`config.mk`:
```
export PLATFORM = sky130hd
export DESIGN_NAME = sqrt_operand_norm
export DESIGN_NICKNAME = d
export VERILOG_FILES = /design/src/rtl/sqrt_operand_norm.sv
export SDC_FILE = /design/constraint.sdc
export NUM_CORES = 1
export LEC_CHECK = 0
export CAP_MARGIN = 20
export CORE_ASPECT_RATIO = 0.75
export CORE_MARGIN = 2
export CORE_UTILIZATION = 50
export CTS_BUF_LIST = sky130_fd_sc_hd__clkbuf_16
export DETAILED_ROUTE_END_ITERATION = 7
export PLACE_DENSITY = 0.81
export RECOVER_POWER = 100
export SLEW_MARGIN = 20
export SYNTH_ARGS = -nofsm -noshare
export SYNTH_HDL_FRONTEND = slang
export SYNTH_SLANG_ARGS = --single-unit
```
`constraint.sdc`:
```
create_clock -name clock -period 2.84 [get_ports clock]
set_input_delay 0.426 -clock clock [delete_from_list [all_inputs] [get_ports clock]]
set_output_delay 0.426 -clock clock [all_outputs]
set_load 0.005 [all_outputs]
```
`src/rtl/sqrt_operand_norm.sv`:
```
// -----------------------------------------------------------------------------
// sqrt_operand_norm
//
// Normalizes an unsigned operand for a CORDIC square-root stage. The operand is
// shifted left two bits at a time until at least one of its top two bits is
// set. Shifting by an even amount keeps the square root exact up to a
// power-of-two scale: sqrt(x * 4^k) = sqrt(x) * 2^k. The downstream result is
// therefore right-shifted by out_shift (k) to undo the normalization.
//
// One operand is processed at a time: IDLE accepts, NORM shifts (one 2-bit
// step per cycle), DONE presents the result until the output handshake.
//
// Parameters
//   DSIZE      operand width (even, >= 4)
//   SSIZE      shift-count width (2**SSIZE > DSIZE/2)
//
// Ports
//   clock      single clock, rising edge
//   rst_n      synchronous active-low reset
//   in_valid   upstream operand valid
//   in_ready   block can accept an operand (IDLE only, low during reset)
//   in_data    unsigned operand
//   out_valid  normalized result available (DONE)
//   out_ready  downstream accepts the result
//   out_data   normalized operand x * 4^k
//   out_shift  k, number of 2-bit left shifts applied
//   out_zero   operand was zero
// -----------------------------------------------------------------------------
module sqrt_operand_norm #(
    parameter int DSIZE = 16,
    parameter int SSIZE = 4
) (
    input  logic             clock,
    input  logic             rst_n,
    input  logic             in_valid,
    output logic             in_ready,
    input  logic [DSIZE-1:0] in_data,
    output logic             out_valid,
    input  logic             out_ready,
    output logic [DSIZE-1:0] out_data,
    output logic [SSIZE-1:0] out_shift,
    output logic             out_zero
);

    typedef enum logic [1:0] {
        IDLE = 2'd0,
        NORM = 2'd1,
        DONE = 2'd2
    } state_t;

    state_t           state;
    state_t           state_next;

    // Working copy of the operand while it is being normalized, and the
    // number of 2-bit shifts applied so far.
    logic [DSIZE-1:0] data;
    logic [SSIZE-1:0] count;

    logic             accept;
    logic             in_is_zero;
    logic             top_set;

    // in_ready is gated by rst_n so an operand offered during reset is never
    // treated as accepted by the upstream stage.
    assign in_ready   = rst_n && (state == IDLE);
    assign out_valid  = (state == DONE);
    assign accept     = in_valid && in_ready;
    assign in_is_zero = (in_data == '0);
    assign top_set    = |data[DSIZE-1:DSIZE-2];

    // NOTE: state registers use non-blocking assignments so every flop samples
    // the pre-edge values, independent of the order the blocks are evaluated.
    always_ff @(posedge clock) begin
        if (!rst_n) begin
            state <= IDLE;
        end else begin
            state <= state_next;
        end
    end

    // NOTE: next-state gets a default first, so no path leaves it unassigned
    // and no latch is inferred.
    always_comb begin
        state_next = state;
        case (state)
            IDLE: begin
                if (accept) begin
                    state_next = in_is_zero ? DONE : NORM;
                end
            end
            NORM: begin
                // A nonzero operand reaches a set top pair within DSIZE/2-1
                // shifts, so the count cannot wrap.
                if (top_set) begin
                    state_next = DONE;
                end
            end
            DONE: begin
                if (out_ready) begin
                    state_next = IDLE;
                end
            end
            default: state_next = IDLE;
        endcase
    end

    // Datapath. Result registers load only on entry to DONE, so they hold
    // steady through backpressure and keep the last result while IDLE.
    always_ff @(posedge clock) begin
        if (!rst_n) begin
            data      <= '0;
            count     <= '0;
            out_data  <= '0;
            out_shift <= '0;
            out_zero  <= 1'b0;
        end else begin
            case (state)
                IDLE: begin
                    if (accept) begin
                        data  <= in_data;
                        count <= '0;
                        if (in_is_zero) begin
                            out_data  <= '0;
                            out_shift <= '0;
                            out_zero  <= 1'b1;
                        end
                    end
                end
                NORM: begin
                    if (top_set) begin
                        out_data  <= data;
                        out_shift <= count;
                        out_zero  <= 1'b0;
                    end else begin
                        data  <= {data[DSIZE-3:0], 2'b00};
                        count <= count + SSIZE'(1);
                    end
                end
                default: ;
            endcase
        end
    end

endmodule

```
==> results of run 1 <==
[layout make-up]
type                       count  area [µm²]
fill                         247        1030
tap                           40        50.0
clock buffer                   5         125
clock inverter                 3        38.8
inverter                       2        7.51
timing repair buffer          44         435
multi-input combinational    101         738
sequential                    43         861
[critical path, cell delays in order]
cell,delay (ns)
clkdlybuf4s50_1,0.46
and4bb_1,0.45
nor2_1,0.72
nand2_1,0.12
a21boi_0,0.27
[kinds of logic (layout without fill, tap and decap cells)]
group,count (synthesis),count (layout),share of synthesized area
compound gates,58,58,0.266
flops,43,43,0.501
simple gates,36,36,0.135
buf+inv,13,54,0.0583
xor+xnor,3,3,0.0153
mux,3,3,0.0175
fa+ha+maj,1,1,0.00728
[power breakdown]
group          internal [µW]  switching (µW)
clock                    409             213
combinational           88.6            98.4
sequential               634            35.0
[registers in the layout, summed over array words and instances (netlist names)]
signal / cells
data: 16
out_data: 16
out_zero: 1
state: 2
out_shift: 4
count: 4
[cells in the final DEF, fill, tap and decap left out, drive strengths merged, types with 3 or more instances in the layout]
master	netlist	routed
nor4	4	4
o21ai	7	7
nand2	13	13
a22o	19	19
a22oi	12	12
mux2i	3	3
clkdlybuf4s50	0	19
clkbuf	2	5
dlygate4sd3	0	23
nor2b	5	5
a21boi	10	10
nor2	7	7
dfxtp	43	43
[layer usage]
| layer | GRT usage | up-vias |
|---|---|---|
| met5 | 0 | - |
| met4 | 0.0818 | 0 |
| met3 | 0.0571 | 6 |
| met2 | 0.395 | 74 |
| met1 | 0.298 | 695 |
| li1 | - | 672 |
[path summary, 6_finish.rpt]
| check | start | end | cells past startpoint |
|---|---|---|---|
| max | rst_n | data[9] | 5 |
| min | out_data[14] | out_data[14] | 1 |
| max reg2reg | state[0] | data[0] | 4 |
| min reg2reg | out_data[14] | out_data[14] | 1 |
[stage by stage]
| step | hold slack, ns | util | cells |
|---|---|---|---|
| 6_report | 0.469 | 0.686 | 238 |
| 5_1_grt | 0.474 | 0.686 | 238 |
| 4_1_cts | 0.474 | 0.692 | 238 |
| 3_5_place_dp | 0.456 | 0.642 | 230 |
| 3_3_place_gp | 0.455 | 0.642 | 230 |
| 2_1_floorplan | 0.448 | - | 157 |
==> summary.md, run 1 <==
| Metric | Value |
|---|---|
| GR Overflow Total | `0` |
| Post-Syn Instances | `157` |
| Synthesized flop and latch total | `43` |
| Starting density of the core | `0.522` |
| Post-route clock period utilization | `0.806` |
| Root buf cell | `clkbuf_16` |
| Final instance area | `0.00226 mm²` |
| Max IR drop VDD | `0.000327 V` |
| WL met3 | `339 µm` |
| Detailed Route Iter0 Violations | `115` |
| Dominant cell type by area after synthesis | `dfxtp_1` |
| Critical path required time | `3.01 ns` |
| Area post-placement | `0.00211 mm²` |
| Final antenna diode count | `0` |
| Post-synthesis area per instance | `10.9 µm²` |
| DR pass1 iterations | `4` |
| Vias in the first global route | `1421` |
| Synthesized area | `0.00172 mm²` |
| Worst clock skew | `0.00317 ns` |
| Worst-skew pair later-pin latency | `0.27 ns` |
| Pwr/cell area | `656 mW/mm²` |
| Power Total | `1480 µW` |
| Vias | `1447` |
| Final setup vio count | `0` |
| Fin crit period | `2.29 ns` |
| Setup ws final | `0.551 ns` |
| Status | `finished, final reports clean` |
| Area share of the largest cell type after synthesis | `0.501` |
| Worst Setup End Kind | `flop` |
| Slew @ Worst Pin | `0.977 ns` |
| Number of synthesized flops with an enable pin | `0` |
| I/O pin total | `43` |
| DR WL met2 | `2110 µm` |
| Number of distinct library cells after synthesis | `33` |
| Via-to-Cell Ratio | `6.08` |
| Hold crit path type | `reg2reg` |
| Reg2reg setup slack | `0.55 ns` |
| Hold_buf cts | `0` |
| Max Fanout on Critical Path | `18` |
| Maxcap violations | `0` |
| Slew Limit Fails | `0` |
| First-pass GRT wire length | `6840 µm` |
| CTS Sinks | `43` |
| CP arrival | `2.46 ns` |
| Post-CTS sizing | `0` |
| Core area | `0.00329 mm²` |
| Setup TNS | `0 ns` |
| Die area | `0.00393 mm²` |
| Initial antenna violation count | `0` |
| Routed Antenna Nets | `0` |
| Endpoints failing hold | `0` |
| Nets | `218` |
| Clock buffer depth | `2` |
| Drt wl/cell | `17.9 µm` |
| Relative slew slack | `0.346` |
| Synthesized net count | `178` |
| Max Freq | `0.437 GHz` |
| Num CTS Buffers | `5` |
| Top sig layer | `met4` |
| CTS clk-pin slew, worst paths | `0.06 ns` |
| TritonCTS clock tree | `built` |
| # DRC | `0` |
| Crit start category | `primary input` |
| Detailed-routing wirelength on met1 | `1770 µm` |
| Pre-CTS WS | `0.505 ns` |
| Final wirelength | `4250 µm` |
| RSZ-0062 raised after global routing | `no` |
| Post-synthesis sequential area ratio | `0.501` |
| Top cells by area, synth | `dfxtp_1, a22o_1, a22oi_1` |
| Htree depth | `2` |
| Die width | `71.7 µm` |
| Synth async-reset ratio | `0` |
| Leakage | `0.000899 µW` |
| Die Y | `54.8 µm` |
| WS Path Type | `in2reg` |
| Final HPWL DP | `2920 µm` |
| Gpl congestion | `0.858` |
| Count leader, synth | `dfxtp_1` |
| Largest net degree at the start of global routing | `25` |
| Setup bufs post-CTS | `0` |
| Most frequent cells after synthesis | `dfxtp_1, a22o_1, a22oi_1, nand2_1, a21boi_1` |
| GR Util All Layers | `0.234` |
| Most used DFF post-synth | `dfxtp_1` |
| Port Buffer Count | `42` |
| Synth-to-layout area growth | `31.3%` |
| Layout cells sized above 1 | `0.0657` |
| Yosys Warn Count | `0` |
| Row cnt | `18` |
Note: power is estimated with default switching activity, not from simulation.
==> inputs of run 2 (changes only) <==
--- a/config.mk
+++ b/config.mk
@@ -8,10 +8,10 @@
 export CAP_MARGIN = 20
 export CORE_ASPECT_RATIO = 0.75
 export CORE_MARGIN = 2
-export CORE_UTILIZATION = 50
+export CORE_UTILIZATION = 48
 export CTS_BUF_LIST = sky130_fd_sc_hd__clkbuf_16
 export DETAILED_ROUTE_END_ITERATION = 7
-export PLACE_DENSITY = 0.81
+export PLACE_DENSITY = 0.78
 export RECOVER_POWER = 100
 export SLEW_MARGIN = 20
 export SYNTH_ARGS = -nofsm -noshare
==> constraint.sdc (replaced) <==
create_clock -name clock -period 2.35 [get_ports clock]
set_input_delay 0.3525 -clock clock [delete_from_list [all_inputs] [get_ports clock]]
set_output_delay 0.3525 -clock clock [all_outputs]
set_load 0.005 [all_outputs]
==> run 2 against run 1 <==
Worst hold slack worse by 0.0026 ns; worst setup slack worse by 0.37 ns; die area is 3.9% higher; clock skew is 0.0011 ns higher; final cell count is 0.84% higher; sequential power is 20% higher; clock power is 25% higher; critical endpoint is now in_ready; largest cell class unchanged.
==> summary.md, run 2 (synthesized netlist as in run 1, its figures left out) <==
| Metric | Value |
|---|---|
| Status | `finished, final reports clean` |
| Worst clock skew | `0.00424 ns` |
| TritonCTS clock tree | `built` |
| Gpl congestion | `0.851` |
| Maxcap violations | `0` |
| CP Cell Sequence | `dlygate4sd3_1, nor3b_1, dlygate4sd3_1` |
| RSZ-0062 raised after global routing | `no` |
| Detailed Route Iter0 Violations | `80` |
| Most frequent cells in the layout | `dfxtp_1, dlygate4sd3_1, a22o_1, clkdlybuf4s50_1, nand2_1` |
| Core area | `0.00336 mm²` |
| Vias | `1457` |
| Critical path required time | `2.00 ns` |
| Final setup vio count | `0` |
| Hold_sp | `out_shift[3]` |
| Nets | `220` |
| Reg-to-reg startpoint | `state[1]` |
| Setup bufs post-CTS | `0` |
| Top cell by count, worst path | `dlygate4sd3_1` |
| Relative slew slack | `0.656` |
| Sw Pwr | `440 µW` |
| GR Util All Layers | `0.217` |
| WL met3 | `346 µm` |
| Biggest regs | `data: 16 flops, out_data: 16 flops` |
| Max Freq | `0.460 GHz` |
| Root buf cell | `clkbuf_16` |
| Hold Path Depth | `1` |
| Clk pwr share | `0.429` |
| # DRC | `0` |
| WS Path Type | `in2out` |
| I/O pin total | `43` |
| Largest net degree at the start of global routing | `26` |
| Drt wl/cell | `17.3 µm` |
| Pint | `1380 µW` |
| Fin crit period | `2.17 ns` |
| Crit start category | `primary input` |
| Final antenna diode count | `0` |
| Setup TNS | `0 ns` |
| Post-route clock period utilization | `0.924` |
| DR WL met2 | `1940 µm` |
| Detailed-routing wirelength on met1 | `1780 µm` |
| First-pass GRT wire length | `6660 µm` |
| Worst Setup End Kind | `output port` |
| Num CTS Buffers | `5` |
| Final Core Density | `0.676` |
| Htree depth | `2` |
| DR pass1 iterations | `4` |
| Final-layout fill cell count | `242` |
| Max Fanout on Critical Path | `2` |
| CTS clk-pin slew, worst paths | `0.06 ns` |
| Reg2Reg Depth | `4` |
| Hold_buf cts | `0` |
| Vias in the first global route | `1358` |
| Routed Antenna Nets | `0` |
| Final HPWL DP | `2890 µm` |
| Multi-input gate area | `734 µm²` |
| Leakage | `0.000911 µW` |
| Worst hold endpoint | `out_shift[3]` |
| CP max stage cell | `dlygate4sd3_1` |
| Top sig layer | `met4` |
| Seq. cell area | `861 µm²` |
| R2r endpoint | `out_data[14]` |
| Commonest non-fill, non-tap cell in the layout | `dfxtp_1` |
| Hold crit path type | `reg2reg` |
| Final wirelength | `4140 µm` |
| Die width | `73.1 µm` |
| GR Overflow Total | `0` |
| Die area | `0.00408 mm²` |
| Reg2reg setup slack | `0.51 ns` |
| Sw Share | `0.242` |
| Row cnt | `18` |
| Slew Limit Fails | `0` |
| Synth-to-layout area growth | `32.1%` |
| Layout cells sized above 1 | `0.0850` |
| Share of total power in sequential cells | `0.443` |
| Endpoints failing hold | `0` |
| Max IR drop VDD | `0.000461 V` |
| Via-to-Cell Ratio | `6.07` |
| Clock buffer depth | `2` |
| Post-CTS sizing | `0` |
| Worst-skew pair later-pin latency | `0.28 ns` |
| CTS Sinks | `43` |
| Pwr/cell area | `801 mW/mm²` |
| CP arrival | `1.82 ns` |
| Port Buffer Count | `42` |
| Die Y | `55.8 µm` |
| Combinational share of power | `0.128` |
| Initial antenna violation count | `0` |
| Starting density of the core | `0.512` |
| Slowest stage delay, CP | `0.64 ns` |
| Slew @ Worst Pin | `0.512 ns` |
-- run 2: worst max path at each step --
stage                 from      endpoint  cells past startpoint
3_5_place_dp   in_data[11]  out_data[14]                      5
3_3_place_gp   in_data[11]  out_data[15]                      5
5_1_grt              rst_n      in_ready                      3
6_report             rst_n      in_ready                      3
2_1_floorplan   in_data[3]  out_data[14]                      5
4_1_cts        in_data[11]  out_data[14]                      5
-- run 2: cell type report --
cell class / instances / share of cell area
Clock inverter: 3 / 0.0193
Inverter: 2 / 0.00331
Multi-Input combinational cell: 101 / 0.324
Timing Repair Buffer: 46 / 0.197
Sequential cell: 43 / 0.379
Clock buffer: 5 / 0.0551
Tap cell: 40 / 0.0221
-- run 2: stage by stage --
step                      hold WS, ns  total power, µW  cell area, µm²  instances  setup slack, ns
final                           0.466             1820            2270        240            0.178
after global routing            0.484             1890            2270        240            0.143
after CTS                       0.476             1830            2290        240            0.269
after detailed placement        0.459             1060            2130        232           0.0113
after global placement          0.455             1050            2130        232           0.0903
after floorplan                 0.448              982            1720        157            0.838
-- run 2: worst max-delay path, delay by kind of cell --
family                 cells  cell delay (ns)
buffers and inverters      2             1.18
and+or+nand+nor            1             0.29
-- run 2: routing by layer --
| metal | global-route usage | up-vias |
|---|---|---|
| met2 | 0.322 | 63 |
| met3 | 0.0870 | 9 |
| met1 | 0.287 | 709 |
| li1 | - | 676 |
| met4 | 0.0688 | 0 |
| met5 | 0 | - |
-- run 2: power by group through the flow --
stage / clock [µW] / combinational (µW) / sequential (µW)
after detailed placement: 0 / 242 / 823
after floorplan: 0 / 169 / 813
final: 779 / 232 / 806
after CTS: 782 / 244 / 807
after global placement: 0 / 231 / 820
after global routing: 827 / 252 / 810
==> inputs of run 3 (changes only) <==
--- a/config.mk
+++ b/config.mk
@@ -7,7 +7,6 @@
 export LEC_CHECK = 0
 export CAP_MARGIN = 20
 export CORE_ASPECT_RATIO = 0.75
-export CORE_MARGIN = 2
 export CORE_UTILIZATION = 48
 export CTS_BUF_LIST = sky130_fd_sc_hd__clkbuf_16
 export DETAILED_ROUTE_END_ITERATION = 7
==> run 3 against run 2 <==
The flow now finishes with violations (design-rule violations); die area down 6.2%; wire length shrank 0.60%; largest cell class unchanged; clock power is 2.8% lower; flip-flop and latch count did not move; sequential power hardly changed; clock-buffer cell count unchanged; first-iteration DRC count grew 39%; total power is 1.5% lower; combinational power barely moved; critical endpoint is now out_data[14]; register-to-register slack improved by 0.14 ns.
==> summary.md, run 3 (synthesized netlist as in run 1, its figures left out) <==
| Metric | Value |
|---|---|
| Status | `complete, but fails checks` |
| Failing checks | `design-rule violations` |
| Hold crit path type | `reg2reg` |
| DR pass1 iterations | `7` |
| Die width | `71.1 µm` |
| Root buf cell | `clkbuf_16` |
| Post-route clock period utilization | `0.895` |
| Nets | `220` |
| Leakage | `0.000903 µW` |
| Initial antenna violation count | `0` |
| I/O pin total | `43` |
| # DRC | `4` |
| Power Total | `1790 µW` |
| Starting density of the core | `0.512` |
| GR Overflow Total | `0` |
| Via-to-Cell Ratio | `5.97` |
| Reg2Reg Depth | `5` |
| Clock buffer depth | `2` |
| Vias | `1428` |
| Post-CTS sizing | `0` |
| Final wirelength | `4120 µm` |
| Max Freq | `0.475 GHz` |
| Maxcap violations | `0` |
| Pre-CTS WS | `0.0828 ns` |
| Worst-skew pair later-pin latency | `0.28 ns` |
| Row cnt | `18` |
| Num CTS Buffers | `5` |
| Final-layout fill cell count | `248` |
| Final HPWL DP | `2810 µm` |
| Htree depth | `2` |
| Drt wl/cell | `17.2 µm` |
| Fin crit period | `2.10 ns` |
| Final antenna diode count | `0` |
| Biggest regs | `data: 16 flops, out_data: 16 flops` |
| TritonCTS clock tree | `built` |
| Setup ws final | `0.247 ns` |
| Layout cells sized above 1 | `0.0704` |
| WS Path Type | `in2reg` |
| Die Y | `53.8 µm` |
| Detailed Route Iter0 Violations | `111` |
| Gpl congestion | `0.855` |
| Reg-to-reg startpoint | `state[0]` |
| Worst clock skew | `0.00397 ns` |
| Relative slew slack | `0.683` |
| Routed Antenna Nets | `0` |
| Commonest non-fill, non-tap cell in the layout | `dfxtp_1` |
| Critical Path Start | `in_data[11]` |
| Critical path required time | `2.52 ns` |
| CTS Sinks | `43` |
| Crit start category | `primary input` |
| Slew @ Worst Pin | `0.470 ns` |
| R2r endpoint | `count[3]` |
| CP arrival | `2.28 ns` |
| Endpoints failing hold | `0` |
| Max Fanout on Critical Path | `20` |
| Port Buffer Count | `42` |
| Vias in the first global route | `1352` |
| Hold_buf cts | `0` |
| Synth-to-layout area growth | `31.1%` |
| Setup bufs post-CTS | `0` |
| GR Util All Layers | `0.240` |
| First-pass GRT wire length | `6700 µm` |
| Die area | `0.00382 mm²` |
| Largest net degree at the start of global routing | `26` |
| Setup TNS | `0 ns` |
| Worst Setup End Kind | `flop` |
| Max IR drop VDD | `0.000446 V` |
| Pwr/cell area | `795 mW/mm²` |
| Crit path capture | `out_data[14]` |
| CTS clk-pin slew, worst paths | `0.06 ns` |
| Core area | `0.00336 mm²` |
| Slew Limit Fails | `0` |
| Reg2reg setup slack | `0.65 ns` |
| Final setup vio count | `0` |
| Most frequent cells in the layout | `dfxtp_1, dlygate4sd3_1, a22o_1, clkdlybuf4s50_1, nand2_1` |
| RSZ-0062 raised after global routing | `no` |
[run 3: layer usage]
layer | vias to the layer above | part of all wire | wire length (µm) | global-route usage
met5 | - | 0 | 0 | 0
met2 | 54 | 0.46 | 1900 | 0.389
met3 | 11 | 0.049 | 201 | 0.0618
li1 | 672 | - | - | -
met1 | 691 | 0.47 | 1940 | 0.305
met4 | 0 | 0.020 | 82 | 0.117
[run 3: where the power goes]
| part | total [µW] | internal (µW) | switching [µW] |
|---|---|---|---|
| logic | 229 | 107 | 122 |
| clock network | 757 | 491 | 266 |
| registers | 804 | 766 | 37.7 |
| total | 1790 | 1360 | 425 |
[run 3: area by class of cell]
type,count,area [µm²],area share
clock buffer,5,125,0.0556
clock inverter,2,33.8,0.0150
inverter,2,7.51,0.00333
multi-input combinational,101,731,0.324
sequential,43,861,0.382
tap,40,50.0,0.0222
timing repair buffer,46,444,0.197
[run 3: stage by stage]
stage	area, µm²	std cells	hold WS (ns)	util
floorplan	1720	157	0.448	-
global placement	2130	232	0.454	0.633
detailed placement	2130	232	0.459	0.633
CTS	2280	239	0.472	0.681
global route	2250	239	0.482	0.671
finish	2250	239	0.465	0.671
[run 3: how the worst min path moves through the flow]
stage	startpoint	to	slack (ns)	depth (start not counted)
floorplan	data[10]	data[10]	0.45	2
global placement	out_data[15]	out_data[15]	0.45	1
detailed placement	out_shift[2]	out_shift[2]	0.46	1
CTS	data[7]	data[7]	0.47	2
global route	out_shift[2]	out_shift[2]	0.48	1
finish	out_data[15]	out_data[15]	0.46	1
[run 3: critical path, stage by stage]
cell,delay (ns)
clkdlybuf4s50_1,0.46
nor4_1,0.48
nand4_1,0.24
o221a_2,0.47
a32o_1,0.27
